--- config.mk ---
export PLATFORM = sky130hd
export DESIGN_NAME = hilo_div_ctrl
export DESIGN_NICKNAME = d
export VERILOG_FILES = /design/src/rtl/hilo_div_ctrl.sv
export SDC_FILE = /design/constraint.sdc
export NUM_CORES = 1
export LEC_CHECK = 0
export CORE_AREA = 2 2 126 128
export CTS_BUF_LIST = sky130_fd_sc_hd__clkbuf_4 sky130_fd_sc_hd__clkbuf_8
export CTS_CLUSTER_DIAMETER = 30
export DETAILED_ROUTE_END_ITERATION = 10
export DIE_AREA = 0 0 128 130
export PLACE_DENSITY = 0.83
export SETUP_SLACK_MARGIN = 0.3
export SLEW_MARGIN = 10
export SYNTH_ARGS = -nofsm -noshare
export SYNTH_HDL_FRONTEND = slang
export SYNTH_SLANG_ARGS = --single-unit
--- constraint.sdc ---
create_clock -name clk -period 1.8 [get_ports clk]
set_input_delay 0.18 -clock clk [delete_from_list [all_inputs] [get_ports clk]]
set_output_delay 0.18 -clock clk [all_outputs]
set_load 0.005 [all_outputs]
--- src/rtl/hilo_div_ctrl.sv ---
// hilo_div_ctrl: sequencer and architectural HI/LO holder for a fixed-latency
// iterative divider.
//
// A DIV request latches rs/rt into op_a/op_b, which drive div_a/div_b for the
// whole operation. The block pulses div_start, counts DIV_LATENCY edges, and
// then captures div_hi/div_lo into hi_out/lo_out with a one-cycle done.
// A divisor of zero never starts the divider. It raises div_zero_exc for one
// cycle and leaves HI/LO unchanged. MTHI/MTLO write HI/LO directly while idle.
//
// Optional build macro HILO_REM_SIGN_FIX_EN: HI is sign-corrected at capture
// so that the remainder takes the sign of the dividend. Without the macro, HI
// is the divider remainder unmodified, and its sign follows the divisor.
//
// Ports:
//   clk, reset                 rising-edge clock, synchronous active-high reset
//   div_req, mthi_we, mtlo_we  control-unit requests, sampled only in IDLE
//   rs_data, rt_data           dividend / MT source, divisor
//   div_start, div_a, div_b    divider start pulse and held operands
//   div_hi, div_lo             divider remainder / quotient
//   busy                       state != IDLE (combinational)
//   done, div_zero_exc         one-cycle completion / divide-by-zero pulses
//   hi_out, lo_out             architectural HI / LO
module hilo_div_ctrl #(
    parameter int DIV_LATENCY = 32
) (
    input  logic        clk,
    input  logic        reset,
    input  logic        div_req,
    input  logic        mthi_we,
    input  logic        mtlo_we,
    input  logic [31:0] rs_data,
    input  logic [31:0] rt_data,
    output logic        div_start,
    output logic [31:0] div_a,
    output logic [31:0] div_b,
    input  logic [31:0] div_hi,
    input  logic [31:0] div_lo,
    output logic        busy,
    output logic        done,
    output logic        div_zero_exc,
    output logic [31:0] hi_out,
    output logic [31:0] lo_out
);

    localparam int CW = (DIV_LATENCY > 2) ? $clog2(DIV_LATENCY) : 1;
    localparam logic [CW-1:0] CNT_INIT = CW'(DIV_LATENCY - 1);

    typedef enum logic [2:0] {
        IDLE    = 3'd0,
        START   = 3'd1,
        WAIT    = 3'd2,
        CAPTURE = 3'd3,
        ZERO    = 3'd4
    } state_t;

    state_t        state, state_n;
    logic [CW-1:0] cnt;
    logic [31:0]   op_a, op_b;
    logic [31:0]   hi_cap;

    // The divider samples B on every iteration, so the operands are fed
    // straight from the latched copies.
    assign div_a = op_a;
    assign div_b = op_b;
    assign busy  = (state != IDLE);

`ifdef HILO_REM_SIGN_FIX_EN
    // The divider gives the remainder the divisor's sign. First recover the
    // magnitude, then apply the dividend's sign.
    logic [31:0] rem_mag;
    always_comb begin
        rem_mag = op_b[31] ? (32'd0 - div_hi) : div_hi;
        hi_cap  = op_a[31] ? (32'd0 - rem_mag) : rem_mag;
    end
`else
    assign hi_cap = div_hi;
`endif

    always_comb begin
        state_n = state;
        case (state)
            IDLE:    if (div_req) state_n = (rt_data == 32'd0) ? ZERO : START;
            START:   state_n = WAIT;
            // The count reaches 1 on edge E(DIV_LATENCY), when the divider
            // writes its final result.
            WAIT:    if (cnt == CW'(1)) state_n = CAPTURE;
            CAPTURE: state_n = IDLE;
            ZERO:    state_n = IDLE;
            default: state_n = IDLE;
        endcase
    end

    always_ff @(posedge clk) begin
        if (reset) begin
            state        <= IDLE;
            cnt          <= '0;
            op_a         <= '0;
            op_b         <= '0;
            hi_out       <= '0;
            lo_out       <= '0;
            div_start    <= 1'b0;
            done         <= 1'b0;
            div_zero_exc <= 1'b0;
        end else begin
            state        <= state_n;
            // Registered pulses are timed so that each one lines up with the
            // state it belongs to.
            div_start    <= (state_n == START);
            done         <= (state == CAPTURE);
            div_zero_exc <= (state == ZERO);
            case (state)
                IDLE: begin
                    if (div_req) begin
                        // A DIV takes priority. A simultaneous MTHI or MTLO
                        // is dropped.
                        op_a <= rs_data;
                        op_b <= rt_data;
                    end else begin
                        if (mthi_we) hi_out <= rs_data;
                        if (mtlo_we) lo_out <= rs_data;
                    end
                end
                START:   cnt <= CNT_INIT;
                WAIT:    cnt <= cnt - CW'(1);
                CAPTURE: begin
                    hi_out <= hi_cap;
                    lo_out <= div_lo;
                end
                default: ;
            endcase
        end
    end

endmodule

==> insert_results.sql <==
INSERT INTO impl_metrics (metric_group, metric, value, unit) VALUES
('global_route', 'grt_util_met3', '8.36', '%'),
('status', 'run_status', 'finished, violations left', ''),
('cts', 'cts.root.buffer_cell', 'clkbuf_8', ''),
('sta', 'timing.setup.tns', '-156', 'ps'),
('sta', 'hold_violations', '0', ''),
('route', 'detailedRoute.firstPassIterationCount', '5', ''),
('hold_path', 'hold_depth', '2', ''),
('global_route', 'gr-usage-met1', '29.2', '%'),
('global_route', 'top_usage_layer', 'met2', ''),
('sta', 'grt_setup_unrepaired', 'yes', ''),
('power_and_ir_drop', 'power_density_relative_to_cell_area', '864', 'nW/µm²'),
('synth', 'syn_area', '5860', 'µm²'),
('placement', 'numPortBuffers', '264', ''),
('final_layout', 'drive_gt1_share', '34.8', '%'),
('synth', 'synthCells', '677', ''),
('setup_path', 'worst_setup_sp_type', 'register', ''),
('cts', 'cts_tree', 'yes', ''),
('route', 'final_antenna_violating_net_count', '0', ''),
('sta', 'setup_slack', '-124', 'ps'),
('cts', 'insertion_delay', '460', 'ps'),
('synth', 'synth_top_family_by_area', 'compound AO/OA/AOI/OAI gates', ''),
('synth', 'synth.avg_cell_area', '8.65', 'µm²'),
('synth', 'synthXorXnorAreaFrac', '0.150', '%'),
('synth', 'synth-compound-area-share', '25.7', '%'),
('synth', 'synth_edf_count', '0', ''),
('sta', 'worst_clock_skew', '18.2', 'ps'),
('cts', 'ctsHoldBuffers', '0', ''),
('setup_path', 'cp.arrival', '2260', 'ps'),
('synth', 'synth-main-ff-cell', 'dfxtp_1', ''),
('placement', 'place_worst_setup_slack', '-205', 'ps'),
('synth', 'ys_types', '37', ''),
('synth', 'seq_area_frac_synth', '47.5', '%'),
('setup_path', 'worst_setup_path_end_kind', 'register', ''),
('synth', 'synthMuxAreaShare', '0.192', '%'),
('global_route', 'grt_pass1_wl', '34.0', 'mm'),
('power_and_ir_drop', 'maximum_vdd_ir_drop', '0.000470', 'V'),
('setup_path', 'ff2ff_setup_slack', '-120', 'ps'),
('setup_path', 'worstRegToRegCells', '6', ''),
('route', 'drt_drc_violations_left', '0', ''),
('setup_path', 'crit-reg2reg-capture', 'lo_out[1]', ''),
('placement', 'placedCellCount', '1107', ''),
('floorplan', 'coreArea', '15400', 'µm²'),
('cts', 'cts.reportedPaths.clkPinSlew', '90', 'ps'),
('global_route', 'maximum_number_of_pins_on_one_net_before_global_route_repair', '61', ''),
('floorplan', 'design.die.area', '16600', 'µm²'),
('sta', 'tightest_slew', '607', 'ps'),
('sta', 'timing.final.max_slew_violations', '0', ''),
('synth', 'post-synth-top-count-cell', 'dfxtp_1', ''),
('status', 'failed_checks', 'setup timing', ''),
('synth', 'postSynth.asyncResetShare', '0', '%'),
('final_layout', 'final_cell_count_no_fill', '1218', ''),
('floorplan', 'die_h', '130', 'µm'),
('synth', 'ys_seq_elements', '139', ''),
('global_route', 'grt_overflow_total', '0', ''),
('sta', 'finalSetupViolCount', '4', ''),
('cts', 'h-tree-depth', '4', ''),
('setup_path', 'critPathKind', 'reg2reg', ''),
('synth', 'syn_nets', '812', ''),
('cts', 'cts.sinks', '139', ''),
('floorplan', 'boundaryPins', '265', ''),
('cts', 'numCtsBuffers', '17', ''),
('route', 'wl_per_cell', '21.9', 'µm'),
('setup_path', 'reg2reg_from', 'state[1]', ''),
('sta', 'slew_headroom', '59.5', '%'),
('synth', 'synthTopCellsByCount', '139 x dfxtp_1, 131 x a21oi_1, 128 x nand2_1', ''),
('final_layout', 'final_design_area_excluding_fillers', '11400', 'µm²'),
('placement', 'place_hpwl', '14.2', 'mm'),
('synth', 'synth_top_cells_by_area', 'dfxtp_1 48%, a211oi_2 12%, a21oi_1 11%, nand2_1 8.2%, nor2_1 5.1%', ''),
('floorplan', 'initial_core_util', '38.0', '%'),
('cts', 'clock_path_buffers', '2', ''),
('synth', 'post_synth_and_or_nand_nor_area_fraction', '20.7', '%');
[cells by family after synthesis]
| family | after synthesis |
|---|---|
| multiplexers | 1 |
| buffers and inverters | 59 |
| AND/OR/NAND/NOR | 270 |
| flip-flops | 139 |
| XOR/XNOR | 1 |
| adder cells (fa/ha/maj) | 2 |
| AO/OA/AOI/OAI | 205 |
[worst max-delay path by stage]
stage,slack (ps),from,to
3_5_place_dp,-210,mtlo_we,lo_out[18]
5_1_grt,-160,state[1],lo_out[1]
2_1_floorplan,120,state[1],hi_out[10]
6_report,-120,state[1],lo_out[1]
3_3_place_gp,-100,mtlo_we,lo_out[24]
4_1_cts,30,state[1],lo_out[21]
[flip-flops by register name, indices dropped and copies added (netlist names)]
| name | flops |
|---|---|
| cnt | 5 |
| div_a | 32 |
| div_b | 32 |
| div_start | 1 |
| div_zero_exc | 1 |
| done | 1 |
| hi_out | 32 |
| lo_out | 32 |
| state | 3 |
[timing repair]
item | 4_1_cts | 5_1_grt
buffers inserted | 24 | 20
gates resized for setup | 181 | 211
cloned | 18 | 18
pin swaps | 51 | 46
setup endpoints to repair | 206 | 206
[metrics by stage]
step	hold WS, ps	power [mW]
CTS	145	9.30
finish	204	9.89
global route	188	10.2
global placement	441	5.82
detailed placement	445	5.89
floorplan	316	4.68
[layout make-up]
type / instances / area (µm²) / share of cell area [%]
flip-flops and latches: 139 / 2840 / 24.8
multi-input cells: 480 / 3360 / 29.4
inverters: 2 / 7.51 / 0.0656
clock buffers: 20 / 275 / 2.41
repair buffers: 374 / 4550 / 39.8
well taps: 192 / 240 / 2.10
clock inverters: 11 / 166 / 1.45
[placed cells by master, fill, tap and decap left out, drive strengths merged, types with 4 or more instances in the layout]
master           n
clkdlybuf4s50  136
nor3             5
a21oi          133
dlygate4sd2     58
nand2          128
dlymetal6s2s    68
bufinv           4
buf             97
a211oi          66
nor4             9
and2            34
dfxtp          139
clkbuf          35
nor2            80
[critical path, cell delays in order, from the launching register on]
cell,delay (ps)
dfxtp_2,340
or4b_4,550
a21oi_4,200
buf_12,180
buf_12,140
nor2_4,40
a211oi_2,350
[where the power goes]
| group | leakage [nW] | switching, mW | internal, mW |
|---|---|---|---|
| Combinational | 4.22 | 1.49 | 1.87 |
| Sequential | 1.16 | 0.235 | 3.41 |
| Clock | 0.217 | 1.27 | 1.61 |
| Total | 5.60 | 3.00 | 6.89 |
[per-layer routing]
| metal | routed length [µm] | vias up |
|---|---|---|
| li1 | - | 3030 |
| met1 | 9670 | 3216 |
| met3 | 2190 | 87 |
| met4 | 1210 | 0 |
| met5 | 0 | - |
| met2 | 13600 | 349 |
Power figures use the tool's default switching activity.
